==> config.mk <==
export PLATFORM = sky130hd
export DESIGN_NAME = fir_filter_mac
export DESIGN_NICKNAME = d
export VERILOG_FILES = /design/src/rtl/fir_pkg.sv /design/src/rtl/fir_coef_bank.sv /design/src/rtl/fir_filter_mac.sv
export SDC_FILE = /design/constraint.sdc
export NUM_CORES = 1
export LEC_CHECK = 0
export ABC_AREA = 1
export BUFFER_PORTS_ARGS = -buffer_cell sky130_fd_sc_hd__buf_2
export CELL_PAD_IN_SITES_DETAIL_PLACEMENT = 1
export CELL_PAD_IN_SITES_GLOBAL_PLACEMENT = 1
export CORE_MARGIN = 2
export CORE_UTILIZATION = 43
export DETAILED_ROUTE_END_ITERATION = 16
export PLACE_DENSITY = 0.87
export SYNTH_ARGS = -nofsm -noshare
export SYNTH_HDL_FRONTEND = slang
export SYNTH_SLANG_ARGS = --single-unit
==> constraint.sdc <==
create_clock -name clk -period 6.4 [get_ports clk]
set_input_delay 0 -clock clk [delete_from_list [all_inputs] [get_ports clk]]
set_output_delay 0 -clock clk [all_outputs]
set_load 0.1 [all_outputs]
==> src/rtl/fir_pkg.sv <==
// Shared types and the round/saturate helper for the time-multiplexed FIR filter.
// The helper works on a wide signed word so that any accumulator width fits.
package fir_pkg;

    typedef enum logic [1:0] {
        IDLE = 2'd0,
        MAC  = 2'd1,
        OUT  = 2'd2
    } state_t;

    localparam int SAT_W = 64;

    typedef struct packed {
        logic             sat;
        logic [SAT_W-1:0] value;
    } sat_round_t;

    // Round half up (toward +inf), then clip to a signed data_w-bit range.
    function automatic sat_round_t sat_round(
        input logic signed [SAT_W-1:0] acc,
        input int                      out_shift,
        input int                      data_w
    );
        logic signed [SAT_W-1:0] one;
        logic signed [SAT_W-1:0] half;
        logic signed [SAT_W-1:0] r;
        logic signed [SAT_W-1:0] hi;
        logic signed [SAT_W-1:0] lo;
        sat_round_t              res;
        one  = {{(SAT_W-1){1'b0}}, 1'b1};
        half = one <<< (out_shift - 1);
        r    = (acc + half) >>> out_shift;
        hi   = (one <<< (data_w - 1)) - one;
        lo   = -(one <<< (data_w - 1));
        res.sat   = 1'b0;
        res.value = r;
        if (r > hi) begin
            res.sat   = 1'b1;
            res.value = hi;
        end else if (r < lo) begin
            res.sat   = 1'b1;
            res.value = lo;
        end
        return res;
    endfunction

endpackage

==> src/rtl/fir_coef_bank.sv <==
// Double-buffered coefficient store: writes land in the shadow bank, and the
// active bank used by the MAC is refreshed from the shadow on each copy strobe.
module fir_coef_bank #(
    parameter int COEF_W = 8,
    parameter int TAPS   = 4,
    localparam int ADDR_W = $clog2(TAPS)
) (
    input  logic                     clk,
    input  logic                     rst_n,
    input  logic                     we,
    input  logic [ADDR_W-1:0]        waddr,
    input  logic signed [COEF_W-1:0] wdata,
    input  logic                     copy,
    input  logic [ADDR_W-1:0]        raddr,
    output logic signed [COEF_W-1:0] rdata
);

    logic signed [COEF_W-1:0] shadow [TAPS];
    logic signed [COEF_W-1:0] active [TAPS];

    // The copy reads the shadow as it stood at the start of the cycle, so a
    // write coinciding with a copy only reaches the following sample.
    always_ff @(posedge clk or negedge rst_n) begin
        if (!rst_n) begin
            for (int k = 0; k < TAPS; k++) begin
                shadow[k] <= '0;
                active[k] <= '0;
            end
        end else begin
            if (we && (int'(waddr) < TAPS))
                shadow[waddr] <= wdata;
            if (copy) begin
                for (int k = 0; k < TAPS; k++)
                    active[k] <= shadow[k];
            end
        end
    end

    assign rdata = active[raddr];

endmodule

==> src/rtl/fir_filter_mac.sv <==
// Signed FIR filter with one shared multiply-accumulate stepping through one tap
// per cycle, valid/ready handshakes, rounding, saturation and a bypass path.
module fir_filter_mac
    import fir_pkg::*;
#(
    parameter int DATA_W    = 8,
    parameter int COEF_W    = 8,
    parameter int TAPS      = 4,
    parameter int OUT_SHIFT = 7
) (
    input  logic                       clk,
    input  logic                       rst_n,
    input  logic                       coef_we,
    input  logic [$clog2(TAPS)-1:0]    coef_addr,
    input  logic signed [COEF_W-1:0]   coef_wdata,
    input  logic                       bypass,
    input  logic                       in_valid,
    output logic                       in_ready,
    input  logic signed [DATA_W-1:0]   in_data,
    output logic                       out_valid,
    input  logic                       out_ready,
    output logic signed [DATA_W-1:0]   out_data,
    output logic                       sat_flag,
    output logic                       busy
);

    localparam int ADDR_W = $clog2(TAPS);
    localparam int PROD_W = DATA_W + COEF_W;
    localparam int ACC_W  = DATA_W + COEF_W + $clog2(TAPS);

    state_t                    state;
    state_t                    state_next;
    logic signed [DATA_W-1:0]  x [TAPS];
    logic signed [ACC_W-1:0]   acc;
    logic signed [ACC_W-1:0]   acc_sum;
    logic signed [PROD_W-1:0]  prod;
    logic signed [COEF_W-1:0]  coef;
    logic [ADDR_W-1:0]         tap;
    logic                      accept;
    logic                      last_tap;
    sat_round_t                rnd;
    logic                      rnd_unused;

    assign accept   = (state == IDLE) && in_valid;
    assign last_tap = (tap == ADDR_W'(TAPS - 1));

    fir_coef_bank #(
        .COEF_W (COEF_W),
        .TAPS   (TAPS)
    ) u_coef_bank (
        .clk   (clk),
        .rst_n (rst_n),
        .we    (coef_we),
        .waddr (coef_addr),
        .wdata (coef_wdata),
        .copy  (accept),
        .raddr (tap),
        .rdata (coef)
    );

    // The last tap's product feeds the rounder directly so the result is
    // registered in the same cycle the final accumulation happens.
    always_comb begin
        prod    = coef * x[tap];
        acc_sum = acc + ACC_W'(prod);
        rnd     = sat_round(SAT_W'(acc_sum), OUT_SHIFT, DATA_W);
    end

    assign rnd_unused = ^rnd.value[SAT_W-1:DATA_W];

    always_comb begin
        state_next = state;
        case (state)
            IDLE:    if (in_valid) state_next = bypass ? OUT : MAC;
            MAC:     if (last_tap) state_next = OUT;
            OUT:     if (out_ready) state_next = IDLE;
            default: state_next = IDLE;
        endcase
    end

    always_ff @(posedge clk or negedge rst_n) begin
        if (!rst_n) begin
            state    <= IDLE;
            acc      <= '0;
            tap      <= '0;
            out_data <= '0;
            sat_flag <= 1'b0;
            for (int k = 0; k < TAPS; k++)
                x[k] <= '0;
        end else begin
            state <= state_next;
            if (accept) begin
                x[0] <= in_data;
                for (int k = TAPS - 1; k > 0; k--)
                    x[k] <= x[k-1];
                acc <= '0;
                tap <= '0;
                if (bypass) begin
                    out_data <= in_data;
                    sat_flag <= 1'b0;
                end
            end else if (state == MAC) begin
                acc <= acc_sum;
                tap <= tap + ADDR_W'(1);
                if (last_tap) begin
                    out_data <= rnd.value[DATA_W-1:0];
                    sat_flag <= rnd.sat;
                end
            end
        end
    end

    assign in_ready  = (state == IDLE);
    assign out_valid = (state == OUT);
    assign busy      = (state != IDLE);

endmodule

==> flow_summary_export.csv <==
group,metric,value,unit
status,run_status,"complete, but fails checks",
status,violations,"setup timing",
critical_path,cpPeakStageDelay,550,ps
logic_synthesis,yosys_warnings,0,
timing,grt_setup_unrepaired,"true",
cells_and_area,regArea,3179,um2
placement,port-buffer-count,35,
placement,place.gp.congestion,0.9215,
floorplan,chipHeight,150.9,um
timing,min_period,6948,ps
cells_and_area,area_growth,26.63,%
timing,tightest_slew,1308,ps
drt,wl,41910,um
cells_and_area,multi_input_area,5678,um2
clocking,cts_root_buf,"clkbuf_16",
critical_path,startpoint_type,"flop",
cells_and_area,nNetsFinal,1437,
timing,whs,302.4,ps
logic_synthesis,postSynthCellCount,1151,
drt,wl_per_cell,26.57,um
clocking,cts.htree.levels,4,
floorplan,fp.dieW,150.9,um
critical_path,cp.arrival,7270,ps
global_route,antenna_found_initial,0,
floorplan,die_area,22770,um2
logic_synthesis,yosysUniqueCellTypes,38,
cells_and_area,stdcell_area,11750,um2
clocking,cts_tree,"built",
drt,ant_nets,0,
critical_path,cp.depth,34,
critical_path,critical_path.top_delay_family,"adder cells",
drt,vias,9529,
clocking,cts.clk_slew.worst_paths,70,ps
cells_and_area,fillers,2454,
logic_synthesis,synth_edf_count,0,
drt,via_per_inst,6.042,
logic_synthesis,ys_ff_latch,127,
global_route,grt_pass1_wl,55220,um
critical_path,crit_type,"flop to flop",
logic_synthesis,syn_avg_cell_area,8.062,um2
critical_path,worstPathRequired,6720,ps
critical_path,path_common_cell,"nand2_1",
clocking,numCtsBuffers,17,
drt,dr.pass1.iters,8,
cells_and_area,drive_gt1_share,22.27,%
logic_synthesis,ys_seq_area_share,34.25,%
timing,finClkSkew,21.77,ps
clocking,cts_max_path_buffers,2,
placement,place_area,10270,um2
critical_path,cp_num_buf_inv,7,
placement,hpwl,21050,um
global_route,grt_use_total,32.18,%
timing,hold_viol_final,0,
critical_path,end_kind,"flop",
min_path,hold_depth,3,
critical_path,reg2reg_depth,34,
clocking,clock_latency,450,ps
timing,fmax,0.1439,GHz
logic_synthesis,synth_area,9279,um2
timing,slew_headroom,12.20,%
timing,worst_slack,-548.5,ps
global_route,grt_max_degree,101,
drt,drt-initial-drc-count,944,
logic_synthesis,ys.flop_type,"dfrtp_1",
drt,drc,0,
clocking,cts.sinks,127,
min_path,worstHoldPathType,"input pin to flop",
floorplan,core,21090,um2
timing,slew_viol_final,0,
cells_and_area,diodes,0,
cells_and_area,final_util,55.72,%
job,drv_cap,0,
floorplan,io_pins,36,
critical_path,slowest_stage,"fa_1",
global_route,grt_pass1_vias,10180,
floorplan,fp-row-count,53,
floorplan,initial_core_util,44.00,%
critical_path,crit_fanout,17,
timing,period_share,108.6,%
timing,final-setup-viol-count,9,
global_route,grt_remaining_overflow,0,
logic_synthesis,synth_nets,1299,
logic_synthesis,async_reset_ff_share,100.0,%
## state kept, by name (all words and copies together), names as in the netlist
register	count
sat_flag	1
u_coef_bank.active	32
state	2
x	32
acc	18
out_data	8
u_coef_bank.shadow	32
tap	2
## stage by stage
step	worst slack, ps	setup TNS (ps)	instances
after floorplan	62.33	0	1151
after global placement	21.63	0	1503
after detailed placement	-424.7	-3477	1503
after CTS	2.697	0	1562
after global routing	-604.0	-4441	1577
final	-548.5	-3626	1577
## cell families after synthesis
logic type,synth area share [%]
XOR/XNOR,1.295
buffers and inverters,9.237
AO/OA/AOI/OAI,7.888
AND/OR/NAND/NOR,24.14
adder cells (fa/ha/maj),23.19
flip-flops,34.25
## routing by layer
metal / vias to the layer above / global-route usage (%) / wire length [um] / part of all wire, %
met5: - / 0 / 0 / 0
met1: 4732 / 34.93 / 14580 / 35
met2: 670 / 57.45 / 20670 / 49
met4: 0 / 19.53 / 3647 / 8.7
li1: 3832 / - / - / -
met3: 295 / 6.898 / 3008 / 7.2
## worst min-delay path, cell delays in order
cell and delay [ps]:
dlygate4sd3_1 530, buf_2 100, o31ai_1 60
## area by class of cell
cell class | instances | share of cell area [%]
clock inverter | 13 | 1.299
clock buffer | 19 | 3.855
sequential | 127 | 27.06
multi-input combinational | 797 | 48.32
inverter | 195 | 6.410
tap | 275 | 2.928
timing repair buffer | 151 | 10.13
## cells in the final DEF, fill, tap and decap left out, types with 4 or more instances in the layout
master / count
o21ai_0: 76
a32oi_1: 4
clkinv_4: 5
inv_1: 170
nand2_1: 338
clkinvlp_4: 5
a32oi_2: 10
ha_4: 9
buf_12: 4
nand3_2: 6
a21oi_2: 5
buf_4: 88
nor2_1: 68
fa_1: 77
clkbuf_16: 18
ha_1: 32
nand2_2: 23
xnor2_1: 4
dfrtp_1: 126
nand4_1: 10
xor2_1: 6
dlygate4sd3_1: 19
buf_2: 34
nand3_1: 44
nor2_4: 12
a21oi_1: 24
nor2_2: 16
nand2_4: 5
inv_2: 17
## synthesized netlist by cell type (4+ instances only)
library cell | count | area share (%)
ha_1 | 44 | 5.9
xor2_1 | 6 | 0.57
nand4_1 | 10 | 0.67
nor2_2 | 5 | 0.34
dfrtp_1 | 127 | 34
o21ai_0 | 76 | 4.1
inv_1 | 180 | 7.3
clkbuf_1 | 29 | 1.2
nand3_2 | 6 | 0.65
nor2_1 | 89 | 3.6
nand3_1 | 45 | 2.4
nand2_2 | 16 | 1.1
nand2_1 | 347 | 14
a21oi_1 | 28 | 1.5
fa_1 | 80 | 17
inv_2 | 12 | 0.49
a32oi_1 | 16 | 1.5
xnor2_1 | 4 | 0.38
## repair_timing
| action | in CTS | in global routing |
|---|---|---|
| gates resized for setup | 23 | 82 |
| buffers inserted | 8 | 14 |
| cloned | 0 | 1 |
| pin swaps | 6 | 29 |
| setup endpoints to repair | 9 | 9 |
| hold buffers | 19 | 0 |
| endpoints found under the hold margin | 131 | 0 |
## worst paths after layout
kind,slack [ps],end,startpoint
max,-550,out_data[0],tap[0]
min,300,state[1],out_ready
max reg2reg,-550,out_data[0],tap[0]
min reg2reg,490,u_coef_bank.shadow[0],u_coef_bank.shadow[0]
max in group asynchronous,4680,tap[0],rst_n
min in group asynchronous,320,acc[5],rst_n
Power is left out: the tool's default activity adds up to more than one toggle a clock period on the data nets, which glitch-free logic cannot reach.
